$ cat src/rtl/iob_uart16550_ctrl_pkg.sv
// Shared definitions for the iob_uart16550 controller: UART register
// offsets, the constants written during configuration, LSR bit positions,
// the controller state encoding and the configuration write table.
package iob_uart16550_ctrl_pkg;

  // UART register byte offsets
  localparam logic [2:0] REG_RBR_THR = 3'd0;
  localparam logic [2:0] REG_IER     = 3'd1;
  localparam logic [2:0] REG_FCR     = 3'd2;
  localparam logic [2:0] REG_LCR     = 3'd3;
  localparam logic [2:0] REG_LSR     = 3'd5;
  // DLL/DLM alias RBR/IER while LCR.DLAB is set
  localparam logic [2:0] REG_DLL     = 3'd0;
  localparam logic [2:0] REG_DLM     = 3'd1;

  // 8N1 with DLAB set, then 8N1 with DLAB cleared
  localparam logic [7:0] LCR_DLAB_8N1 = 8'h83;
  localparam logic [7:0] LCR_8N1      = 8'h03;
  // FIFO enable + clear RX and TX FIFOs
  localparam logic [7:0] FCR_INIT     = 8'h07;
  // interrupts unused: the controller polls LSR
  localparam logic [7:0] IER_INIT     = 8'h00;

  localparam int LSR_DR     = 0;
  localparam int LSR_ERR_LO = 1;
  localparam int LSR_ERR_HI = 4;
  localparam int LSR_THRE   = 5;

  localparam logic [2:0] CFG_LAST_STEP = 3'd5;

  typedef enum logic [2:0] {
    ST_CONFIG  = 3'd0,
    ST_IDLE    = 3'd1,
    ST_POLL    = 3'd2,
    ST_RD_WAIT = 3'd3,
    ST_DO_TX   = 3'd4,
    ST_DO_RX   = 3'd5
  } state_t;

  typedef struct packed {
    logic [2:0] off;
    logic [7:0] data;
  } cfg_wr_t;

  // Register/value pair for each step of the configuration sequence.
  function automatic cfg_wr_t cfg_write(input logic [2:0] step, input logic [15:0] div);
    cfg_wr_t w;
    w.off  = REG_LCR;
    w.data = LCR_DLAB_8N1;
    case (step)
      3'd1:    begin w.off = REG_DLL; w.data = div[7:0];  end
      3'd2:    begin w.off = REG_DLM; w.data = div[15:8]; end
      3'd3:    begin w.off = REG_LCR; w.data = LCR_8N1;   end
      3'd4:    begin w.off = REG_FCR; w.data = FCR_INIT;  end
      3'd5:    begin w.off = REG_IER; w.data = IER_INIT;  end
      default: begin w.off = REG_LCR; w.data = LCR_DLAB_8N1; end
    endcase
    return w;
  endfunction

endpackage

$ cat src/rtl/iob_uart16550_ctrl_bus.sv
// Single-transaction IOb master. A request (i_req while idle) is latched and
// presented on the bus until accepted; writes complete on the accept cycle,
// reads complete when rvalid arrives (same cycle as accept or later).
// Ports:
//   i_clk, i_cke, i_arst_n      clock, clock enable, async active-low reset
//   i_req/i_we/i_addr/i_wbyte   transaction request (taken only when idle)
//   o_done                      one-cycle completion strobe
//   o_rbyte                     read byte from the addressed lane (valid with o_done)
//   o_iob_* / i_iob_*           IOb master interface
module iob_uart16550_ctrl_bus #(
  parameter int ADDR_W = 5,
  parameter int DATA_W = 32
) (
  input  logic                  i_clk,
  input  logic                  i_cke,
  input  logic                  i_arst_n,
  input  logic                  i_req,
  input  logic                  i_we,
  input  logic [ADDR_W-1:0]     i_addr,
  input  logic [7:0]            i_wbyte,
  output logic                  o_done,
  output logic [7:0]            o_rbyte,
  output logic                  o_iob_avalid,
  output logic [ADDR_W-1:0]     o_iob_addr,
  output logic [DATA_W-1:0]     o_iob_wdata,
  output logic [DATA_W/8-1:0]   o_iob_wstrb,
  input  logic                  i_iob_rvalid,
  input  logic [DATA_W-1:0]     i_iob_rdata,
  input  logic                  i_iob_ready
);

  localparam int STRB_W = DATA_W / 8;

  logic              r_avalid;
  logic              r_rd_wait;
  logic              r_we;
  logic [ADDR_W-1:0] r_addr;
  logic [7:0]        r_wbyte;

  logic w_accept;
  logic w_start;

  assign w_accept = r_avalid & i_iob_ready;
  assign w_start  = i_req & ~r_avalid & ~r_rd_wait;

  always_ff @(posedge i_clk or negedge i_arst_n) begin
    if (!i_arst_n) begin
      r_avalid  <= 1'b0;
      r_rd_wait <= 1'b0;
      r_we      <= 1'b0;
      r_addr    <= '0;
      r_wbyte   <= '0;
    end else if (i_cke) begin
      if (w_start) begin
        r_avalid <= 1'b1;
        r_we     <= i_we;
        r_addr   <= i_addr;
        r_wbyte  <= i_wbyte;
      end else if (w_accept) begin
        r_avalid  <= 1'b0;
        // read data may arrive on the accept cycle itself
        r_rd_wait <= ~r_we & ~i_iob_rvalid;
      end else if (r_rd_wait && i_iob_rvalid) begin
        r_rd_wait <= 1'b0;
      end
    end
  end

  assign o_done = i_cke & ((w_accept & (r_we | i_iob_rvalid)) | (r_rd_wait & i_iob_rvalid));
  assign o_rbyte = i_iob_rdata[8*r_addr[1:0] +: 8];

  assign o_iob_avalid = r_avalid;
  assign o_iob_addr   = r_addr;
  assign o_iob_wdata  = {STRB_W{r_wbyte}};
  assign o_iob_wstrb  = r_we ? (STRB_W'(1) << r_addr[1:0]) : '0;

endmodule

$ cat src/rtl/iob_uart16550_ctrl.sv
// IOb master that configures an iob_uart16550 and then shuttles bytes
// between a TX valid/ready stream, an RX valid/ready stream and the UART
// THR/RBR, gated by polled LSR status.
// Ports:
//   clk_i, cke_i, arst_n_i        clock, clock enable, async active-low reset
//   div_i, cfg_start_i            baud divisor, reconfiguration request pulse
//   cfg_done_o                    UART configured, streams live
//   tx_data_i/valid_i/ready_o     byte stream towards the UART
//   rx_data_o/valid_o/ready_i     byte stream from the UART
//   lsr_err_o                     sticky LSR[4:1] {BI, FE, PE, OE}
//   iob_*                         IOb master interface to the UART
module iob_uart16550_ctrl
  import iob_uart16550_ctrl_pkg::*;
#(
  parameter int ADDR_W = 5,
  parameter int DATA_W = 32
) (
  input  logic                  clk_i,
  input  logic                  cke_i,
  input  logic                  arst_n_i,
  input  logic [15:0]           div_i,
  input  logic                  cfg_start_i,
  output logic                  cfg_done_o,
  input  logic [7:0]            tx_data_i,
  input  logic                  tx_valid_i,
  output logic                  tx_ready_o,
  output logic [7:0]            rx_data_o,
  output logic                  rx_valid_o,
  input  logic                  rx_ready_i,
  output logic [3:0]            lsr_err_o,
  output logic                  iob_avalid_o,
  output logic [ADDR_W-1:0]     iob_addr_o,
  output logic [DATA_W-1:0]     iob_wdata_o,
  output logic [DATA_W/8-1:0]   iob_wstrb_o,
  input  logic                  iob_rvalid_i,
  input  logic [DATA_W-1:0]     iob_rdata_i,
  input  logic                  iob_ready_i
);

  state_t      r_state;
  logic [2:0]  r_step;
  logic [15:0] r_div;
  logic        r_issued;    // request for the current state handed to the bus
  logic        r_cfg_done;
  logic        r_cfg_pend;
  logic        r_tx_full;
  logic [7:0]  r_tx_byte;
  logic        r_rx_full;
  logic [7:0]  r_rx_byte;
  logic [3:0]  r_lsr_err;
  logic        r_last_tx;   // 1: TX served last, 0: RX served last

  logic        w_req;
  logic        w_we;
  logic [2:0]  w_reg;
  logic [7:0]  w_wbyte;
  logic        w_done;
  logic [7:0]  w_rbyte;
  cfg_wr_t     w_cfg;
  logic        w_tx_ready;
  logic        w_tx_load;
  logic        w_tx_clr;
  logic        w_rx_set;
  logic        w_tx_ok;
  logic        w_rx_ok;
  logic        w_cfg_take;

  assign w_cfg      = cfg_write(r_step, r_div);
  assign w_tx_ready = r_cfg_done & ~r_tx_full;
  assign w_tx_load  = tx_valid_i & w_tx_ready;
  assign w_tx_clr   = (r_state == ST_DO_TX) & w_done;
  assign w_rx_set   = (r_state == ST_DO_RX) & w_done;
  assign w_tx_ok    = r_tx_full & w_rbyte[LSR_THRE];
  assign w_rx_ok    = ~r_rx_full & w_rbyte[LSR_DR];
  assign w_cfg_take = (r_state == ST_IDLE) & r_cfg_pend;

  // Bus request for the current state; issued once, then wait for done.
  always_comb begin
    w_req   = 1'b0;
    w_we    = 1'b0;
    w_reg   = REG_RBR_THR;
    w_wbyte = 8'h00;
    case (r_state)
      ST_CONFIG: begin
        w_req   = ~r_issued;
        w_we    = 1'b1;
        w_reg   = w_cfg.off;
        w_wbyte = w_cfg.data;
      end
      ST_POLL: begin
        w_req = 1'b1;
        w_reg = REG_LSR;
      end
      ST_DO_TX: begin
        w_req   = ~r_issued;
        w_we    = 1'b1;
        w_wbyte = r_tx_byte;
      end
      ST_DO_RX: w_req = ~r_issued;
      default: ;
    endcase
  end

  iob_uart16550_ctrl_bus #(
    .ADDR_W (ADDR_W),
    .DATA_W (DATA_W)
  ) u_bus (
    .i_clk        (clk_i),
    .i_cke        (cke_i),
    .i_arst_n     (arst_n_i),
    .i_req        (w_req),
    .i_we         (w_we),
    .i_addr       (ADDR_W'(w_reg)),
    .i_wbyte      (w_wbyte),
    .o_done       (w_done),
    .o_rbyte      (w_rbyte),
    .o_iob_avalid (iob_avalid_o),
    .o_iob_addr   (iob_addr_o),
    .o_iob_wdata  (iob_wdata_o),
    .o_iob_wstrb  (iob_wstrb_o),
    .i_iob_rvalid (iob_rvalid_i),
    .i_iob_rdata  (iob_rdata_i),
    .i_iob_ready  (iob_ready_i)
  );

  always_ff @(posedge clk_i or negedge arst_n_i) begin
    if (!arst_n_i) begin
      r_state    <= ST_CONFIG;
      r_step     <= 3'd0;
      r_div      <= 16'h0000;
      r_issued   <= 1'b0;
      r_cfg_done <= 1'b0;
      r_cfg_pend <= 1'b0;
      r_tx_full  <= 1'b0;
      r_tx_byte  <= 8'h00;
      r_rx_full  <= 1'b0;
      r_rx_byte  <= 8'h00;
      r_lsr_err  <= 4'h0;
      r_last_tx  <= 1'b0;
    end else if (cke_i) begin
      if (w_req)       r_issued <= 1'b1;
      else if (w_done) r_issued <= 1'b0;

      r_cfg_pend <= w_cfg_take ? 1'b0 : (r_cfg_pend | cfg_start_i);

      // Buffer flags: stream-side and bus-side events may coincide
      if (w_tx_load) r_tx_byte <= tx_data_i;
      if (w_tx_load)     r_tx_full <= 1'b1;
      else if (w_tx_clr) r_tx_full <= 1'b0;

      if (w_rx_set) begin
        r_rx_full <= 1'b1;
        r_rx_byte <= w_rbyte;
      end else if (rx_ready_i) begin
        r_rx_full <= 1'b0;
      end

      case (r_state)
        ST_CONFIG: begin
          // divisor sampled on the first cycle of the sequence
          if (w_req && r_step == 3'd0) r_div <= div_i;
          if (w_done) begin
            if (r_step == CFG_LAST_STEP) begin
              r_step     <= 3'd0;
              r_cfg_done <= 1'b1;
              r_state    <= ST_IDLE;
            end else begin
              r_step <= r_step + 3'd1;
            end
          end
        end
        ST_IDLE: begin
          if (r_cfg_pend) begin
            r_cfg_done <= 1'b0;
            r_lsr_err  <= 4'h0;
            r_step     <= 3'd0;
            r_state    <= ST_CONFIG;
          end else if ((r_tx_full || !r_rx_full) && r_cfg_done) begin
            r_state <= ST_POLL;
          end
        end
        ST_POLL: r_state <= ST_RD_WAIT;
        ST_RD_WAIT: begin
          if (w_done) begin
            r_lsr_err <= r_lsr_err | w_rbyte[LSR_ERR_HI:LSR_ERR_LO];
            if (w_tx_ok && w_rx_ok) r_state <= r_last_tx ? ST_DO_RX : ST_DO_TX;
            else if (w_tx_ok)       r_state <= ST_DO_TX;
            else if (w_rx_ok)       r_state <= ST_DO_RX;
            else                    r_state <= ST_IDLE;
          end
        end
        ST_DO_TX: begin
          if (w_done) begin
            r_last_tx <= 1'b1;
            r_state   <= ST_IDLE;
          end
        end
        ST_DO_RX: begin
          if (w_done) begin
            r_last_tx <= 1'b0;
            r_state   <= ST_IDLE;
          end
        end
        default: r_state <= ST_CONFIG;
      endcase
    end
  end

  assign cfg_done_o = r_cfg_done;
  assign tx_ready_o = w_tx_ready;
  assign rx_valid_o = r_rx_full;
  assign rx_data_o  = r_rx_byte;
  assign lsr_err_o  = r_lsr_err;

endmodule

$ cat config.mk
export PLATFORM = sky130hd
export DESIGN_NAME = iob_uart16550_ctrl
export DESIGN_NICKNAME = d
export VERILOG_FILES = /design/src/rtl/iob_uart16550_ctrl_pkg.sv /design/src/rtl/iob_uart16550_ctrl_bus.sv /design/src/rtl/iob_uart16550_ctrl.sv
export SDC_FILE = /design/constraint.sdc
export NUM_CORES = 1
export LEC_CHECK = 0
export ABC_AREA = 1
export CORE_UTILIZATION = 40
export DETAILED_ROUTE_END_ITERATION = 8
export PLACE_DENSITY = 0.76
export SYNTH_ARGS = -nofsm -noshare
export SYNTH_HDL_FRONTEND = slang
export SYNTH_HIERARCHICAL = 1
export SYNTH_SLANG_ARGS = --single-unit
$ cat constraint.sdc
create_clock -name clk_i -period 3.7 [get_ports clk_i]
set_clock_uncertainty 0.05 [all_clocks]
set_input_delay 0.74 -clock clk_i [delete_from_list [all_inputs] [get_ports clk_i]]
set_output_delay 0.74 -clock clk_i [all_outputs]
set_load 0.01 [all_outputs]
## Yosys cells after proc, flatten, opt, wreduce, memory -nomap -nowiden

Index checks and enable logic that the tools add are counted.
Widths: inputs -> output; s select.

| word-level totals | value |
|---|---|
| register bits after elaboration | 62 |
| output and inout port bits | 57 |
| logic and storage cells | 138 |
| bits of input ports | 64 |

| operators by class | value |
|---|---|
| add/subtract/negate cells | 1 |
| mux-type cells | 41 |
| shift-type cells | 2 |
| bitwise logic cells | 26 |
| equal/unequal tests | 18 |
| reductions and logical operators | 33 |

Operators by type and width:

| cell | count |
|---|---|
| $pmux 10 s5 | 1 |
| $mux 3 | 12 |
| $shiftx 32x6->8 | 1 |
| $mux 1 | 17 |
| $pmux 8 s2 | 1 |
| $reduce_bool 2->1 | 8 |
| $pmux 3 s5 | 1 |
| $and 1x1->1 | 14 |
| $reduce_and 2->1 | 7 |
| $eq 3x2->1 const B | 4 |
| $eq 3x3->1 const B | 4 |
| $mux 4 | 3 |
| $ne 2x2->1 const B | 6 |
| $pmux 3 s2 | 2 |
| $reduce_and 4->1 | 3 |
| $not 1->1 | 8 |
| $pmux 4 s2 | 1 |
| $eq 3x1->1 const B | 2 |
| $logic_not 3->1 | 2 |
| $pmux 1 s2 | 3 |
| $reduce_and 3->1 | 2 |
| $reduce_and 6->1 | 1 |
| $reduce_and 5->1 | 1 |
| $logic_and 1x1->1 | 4 |
| other kinds (10) | 13 |

## Depth between registers and ports, before layout

| logic depth | value |
|---|---|
| word-level depth | 7 |
| gate-level depth with buffers | 13 |
| gate-level depth less buffers | 12 |

## Hierarchy

Netlist, hierarchy kept.

By module, submodules not included:

| module | area an instance (um2) | times used | seq. area each (um2) | cells each |
|---|---|---|---|---|
| iob_uart16550_ctrl | 2,463.6 | 1 | 1,201.2 | 323 |
| iob_uart16550_ctrl_bus | 1,191.1 | 1 | 400.4 | 172 |

## Worst setup path after synthesis

No wires, ideal clock.

| timing path | value |
|---|---|
| path kind | input port to flip-flop |
| from | input cke_i |
| to | register r_rx_byte[0] (netlist: rx_data_o[0]) |
| arrival time | 1.897 ns |
| stages | 7 |
| setup slack | 1.627 ns |
| path buffers | 2 |
| setup time | 0.126 ns |
| path through | buf_2 nand2_1 a21oi_1 nand2_2 nor3_2 buf_4 o21ai_0 |

| between the ends | value |
|---|---|
| longest elaborated chain between the ends | 3 |

RTL lines:

| element | line | source |
|---|---|---|
| from (decl) | iob_uart16550_ctrl.sv:19 | `input logic cke_i,` |
| $and 1x1->1 | iob_uart16550_ctrl_bus.sv:69 | `assign o_done = i_cke & ((w_accept & (r_we \| i_iob_rvalid)) \| (r_rd_wait & i_iob_rvalid));` |
| net w_done | iob_uart16550_ctrl.sv:57 | `logic w_done;` |
| $and 1x1->1 | iob_uart16550_ctrl.sv:72 | `assign w_rx_set = (r_state == ST_DO_RX) & w_done;` |
| $reduce_and 2->1 (no line) | - |  |
| to (signal assigned) | iob_uart16550_ctrl.sv:153 | `r_rx_byte <= w_rbyte;` |
| to (decl) | iob_uart16550_ctrl.sv:49 | `logic [7:0] r_rx_byte;` |

The timed path passes the listed nets, and every way through them passes these cells.
A chain may end at the register's enable or synchronous reset.

## Worst setup path in the final report

| timing path | value |
|---|---|
| from | register u_bus.r_addr[1] (netlist: u_bus/o_iob_addr[1]) |
| to | output iob_wstrb_o[3] |

| between the ends | value |
|---|---|
| longest elaborated chain between the ends | 2 |

RTL lines:

| element | line | source |
|---|---|---|
| from (decl) | iob_uart16550_ctrl_bus.sv:37 | `logic [ADDR_W-1:0] r_addr;` |
| from (signal assigned) | iob_uart16550_ctrl_bus.sv:57 | `r_addr <= i_addr;` |
| $shl 1x2->4 | iob_uart16550_ctrl_bus.sv:75 | `assign o_iob_wstrb = r_we ? (STRB_W'(1) << r_addr[1:0]) : '0;` |
| $mux 4 | iob_uart16550_ctrl_bus.sv:75 |  |
| to (decl) | iob_uart16550_ctrl.sv:34 | `output logic [DATA_W/8-1:0] iob_wstrb_o,` |

Every way passes these cells.

==> results_tabular.tex <==
\begin{tabular}{lr}
\hline
Metric & Value \\
\hline
\multicolumn{2}{l}{\textbf{CTS}} \\
\quad Clock tree from TritonCTS & yes \\
\quad Number of buffers inserted during clock tree synthesis & 9 \\
\quad Clock Tree Root & sky130\_fd\_sc\_hd\_\_clkbuf\_8 \\
\quad Post-cts sizing count & 0 \\
\quad Maximum level of the CTS H-tree & 3 \\
\quad Clock sink total & 64 \\
\quad Post-CTS Hold Fix Bufs & 0 \\
\quad CTS Buffer Depth & 2 \\
\quad Insertion delay to the later sink of the worst-skew pair & around 0.34 ns \\
\quad Post-CTS Repair Setup Buffers & 0 \\
\quad Clock-pin slew on the worst setup and hold paths & 0.07 ns \\
\multicolumn{2}{l}{\textbf{Power}} \\
\quad Net switching component of the power & roughly 1.5 mW \\
\quad Sequential Power Share & 0.342 \\
\quad Power density cells & between 700 and 800 nW/um\^{}2 \\
\quad Cell internal power dissipation & between 1.5 and 2 mW \\
\quad Worst-case vdd ir drop & $\sim$0.34 mV \\
\quad Lkg Pwr & 2.460 nW \\
\quad Gate power share & 0.507 \\
\quad Sw Share & 0.4359 \\
\quad Clock power frac & 0.151 \\
\multicolumn{2}{l}{\textbf{Finish}} \\
\quad Area used by multi-input combinational logic & approximately 1600 sq um \\
\quad Filler Cell Count & 821 \\
\quad Most common cell after layout, fill and taps aside & sky130\_fd\_sc\_hd\_\_nand2\_1 \\
\quad Register area & 1602 sq um \\
\quad Antenna diode count & 0 \\
\quad Nets & between 600 and 700 \\
\quad Final standard cell utilization of the core & 0.5595 \\
\quad Layout cell share with drive strength beyond 1 & 0.07227 \\
\quad Synth-to-Final Area Change & 34.17\% \\
\quad Most frequent cells in the layout & sky130\_fd\_sc\_hd\_\_nand2\_1 (205), sky130\_fd\_sc\_hd\_\_clkdlybuf4s50\_1 (119), sky130\_fd\_sc\_hd\_\_dfrtp\_1 (64), sky130\_fd\_sc\_hd\_\_nand3\_1 (51), sky130\_fd\_sc\_hd\_\_inv\_1 (40) \\
\multicolumn{2}{l}{\textbf{STA}} \\
\quad RSZ-0062 raised after global routing & no \\
\quad Slew headroom & 0.4685 \\
\quad WHS & approximately 0.42 ns \\
\quad Final Hold Viols & 0 \\
\quad Actual transition at the worst max-transition pin & $\sim$0.8 ns \\
\quad TNS Setup & 0 ns \\
\quad Max Freq & between 300 and 400 MHz \\
\quad Share of the cycle needed by the critical path after routing & 0.7782 \\
\quad Minimum period implied by the final worst setup slack & 2.879 ns \\
\quad Slew Limit Fails & 0 \\
\quad Number of failing setup endpoints in the final timing report & 0 \\
\multicolumn{2}{l}{\textbf{Floorplanning}} \\
\quad Vertical die dimension & $\sim$98 um \\
\quad Core outline area & around 8800 sq um \\
\quad Die outline area & about 9500 sq um \\
\quad Initial standard-cell utilization of the core & 0.4170 \\
\quad Die width & $\sim$98 um \\
\quad Boundary pin count & about 120 \\
\quad Row cnt & 34 \\
\multicolumn{2}{l}{\textbf{Yosys}} \\
\quad Predominant post-synthesis flop cell & sky130\_fd\_sc\_hd\_\_dfrtp\_1 \\
\quad Sequential fraction of the synthesis area & 0.4382 \\
\quad Cell area after synthesis & roughly 3700 sq um \\
\quad Count of distinct cell types in the synthesized netlist & 27 \\
\quad Synthesis warning total & 6 \\
\quad Number of flops mapped to enable cells by yosys & 0 \\
\quad Post-synthesis async set-or-reset flop share & 1.000 \\
\quad Seq cells post-synth & 64 \\
\quad Number of instances in the synthesized netlist & 495 \\
\quad Per-instance average area after synthesis & roughly 7.4 sq um \\
\multicolumn{2}{l}{\textbf{Drt}} \\
\quad Antenna Nets Post-Route & 0 \\
\quad Wire length after detailed routing & 8883 um \\
\quad Via count & 3418 \\
\quad Wire length on met2 & 4202 um \\
\quad Sum of routed wire segments on met1 & 4036 um \\
\quad Number of remaining DRC errors & 0 \\
\quad Topmost layer with routed signal wires & met4 \\
\quad WL per Instance & between 10 and 15 um \\
\quad Initial drt markers & 215 \\
\quad Vias/cell & roughly 4.9 \\
\quad Met3 Routed Length & around 560 um \\
\quad Length of the first detailed-routing pass in iterations & 5 \\
\multicolumn{2}{l}{\textbf{Place}} \\
\quad Weighted congestion reported at the end of routability-driven placement & 0.8413 \\
\quad Port Buffers & 120 \\
\quad Estimated wirelength of the detail-placed design & between 6000 and 7000 um \\
\multicolumn{2}{l}{\textbf{Critical path}} \\
\quad Data arrival at the endpoint of the critical path & between 2 and 2.5 ns \\
\quad Kind of start point of the critical path & register \\
\quad Crit-path cells & inv\_2 > nor3\_1 > clkdlybuf4s50\_1 \\
\quad Stage delay of the slowest cell on the critical path & a little under 0.8 ns \\
\quad Crit path max fanout & 20 \\
\quad Slowest cell on the critical path & sky130\_fd\_sc\_hd\_\_dfrtp\_1 \\
\quad CP delay by family, top & flip-flops \\
\quad Kind of capture point of the worst setup path & output pin \\
\quad CP Class & reg2out \\
\quad Critical path buffers and inverters & 2 \\
\quad Critical path data required time & 2.91 ns \\
\multicolumn{2}{l}{\textbf{Global routing}} \\
\quad Leftover overflow at the end of global routing & 0 \\
\quad Pin count of the biggest net entering global routing & 65 \\
\quad Number of global-route vias before repair & around 3200 \\
\quad Global-route wire length before repair & about 15000 um \\
\quad Number of antenna violations at the first check in global routing & 0 \\
\quad Overall routing resource usage & 0.1917 \\
\multicolumn{2}{l}{\textbf{Job}} \\
\quad Max-capacitance violation count & 0 \\
\multicolumn{2}{l}{\textbf{Hold path}} \\
\quad Path category of the worst min-delay check & reg2reg \\
\multicolumn{2}{l}{\textbf{Status}} \\
\quad Result of the run & complete, no violations \\
\hline
\end{tabular}
[power groups by stage]
stage / clock network (mW) / logic (mW) / registers, mW
after global placement: 0 / 1.73 / 1.19
final: 0.527 / 1.76 / 1.19
after CTS: 0.540 / 1.77 / 1.19
after detailed placement: 0 / 1.76 / 1.20
after floorplan: 0 / 1.26 / 1.15
after global routing: 0.566 / 1.98 / 1.23
[final timing paths]
| kind | start | endpoint | slack, ns | depth (start not counted) |
|---|---|---|---|---|
| hold reg to reg | r_div[14] | r_div[14] | 0.42 | 2 |
| setup reg to reg | r_state[2] | r_div[1] | 1.42 | 8 |
| max in group asynchronous | arst_n_i | lsr_err_o[2] | 2.56 | 2 |
| setup / recovery | u_bus/o_iob_addr[1] | iob_wstrb_o[3] | 0.82 | 3 |
| hold / removal | r_div[14] | r_div[14] | 0.42 | 2 |
| min in group asynchronous | arst_n_i | r_div[6] | 0.52 | 2 |
[through the flow]
step                      area (sq um)  instances  setup slack, ns  power (mW)
after floorplan                   3659        496            1.627       2.405
after global placement            4730        687            1.130       2.915
after detailed placement          4730        687            1.059       2.964
after CTS                         4903        703           0.7851       3.501
after global routing              4903        703           0.6527       3.775
final                             4903        703           0.8206       3.478
[area by class of cell]
class | instances | area share
Clock inverter | 5 | 0.006634
Clock buffer | 11 | 0.02883
Sequential cell | 64 | 0.3266
Inverter | 44 | 0.03368
Timing Repair Buffer | 124 | 0.2501
Multi-Input combinational cell | 347 | 0.3266
Tap cell | 108 | 0.02756
[Yosys cell counts (4+ instances only)]
| master | number | area (sq um) |
|---|---|---|
| sky130_fd_sc_hd__nand2_1 | 205 | 769.5 |
| sky130_fd_sc_hd__dfrtp_1 | 64 | 1602 |
| sky130_fd_sc_hd__nand3_1 | 51 | 255.2 |
| sky130_fd_sc_hd__inv_1 | 40 | 150.1 |
| sky130_fd_sc_hd__buf_4 | 29 | 217.7 |
| sky130_fd_sc_hd__o21ai_0 | 25 | 125.1 |
| sky130_fd_sc_hd__nand4_1 | 17 | 106.4 |
| sky130_fd_sc_hd__nor2_1 | 14 | 52.55 |
| sky130_fd_sc_hd__buf_2 | 10 | 50.05 |
| sky130_fd_sc_hd__mux2_2 | 8 | 90.09 |
| sky130_fd_sc_hd__a21oi_1 | 4 | 20.02 |
| sky130_fd_sc_hd__inv_2 | 4 | 15.01 |
| sky130_fd_sc_hd__nor3_1 | 4 | 20.02 |
[worst min-delay path, delay by kind of cell (launching register included)]
family	cells	cell delay, ns
DFF	1	0.35
and+or+nand+nor	2	0.09
[registers in the layout, summed over array words and instances (netlist names), 3 cells and up]
signal and flops:
r_div 16, r_tx_byte 8, rx_data_o 8, u_bus/r_wbyte 8
u_bus/o_iob_addr 5, lsr_err_o 4, r_state 3, r_step 3
[metal layers]
metal / track usage / up-vias
li1: - / 1738
met1: 0.2561 / 1556
met2: 0.3136 / 117
met3: 0.04029 / 7
met4: 0.05543 / 0
met5: 0 / -
[logic make-up (layout without fill, tap and decap cells)]
| logic type | after synthesis | after routing | synth area share |
|---|---|---|---|
| other | 1 | 2 | 0.001026 |
| buffers and inverters | 85 | 184 | 0.1246 |
| flip-flops | 64 | 64 | 0.4382 |
| adder cells (fa/ha/maj) | 1 | 1 | 0.003423 |
| AO/OA/AOI/OAI | 35 | 35 | 0.05170 |
| AND/OR/NAND/NOR | 301 | 301 | 0.3564 |
| multiplexers | 8 | 8 | 0.02465 |
Power figures use the tool's default switching activity.
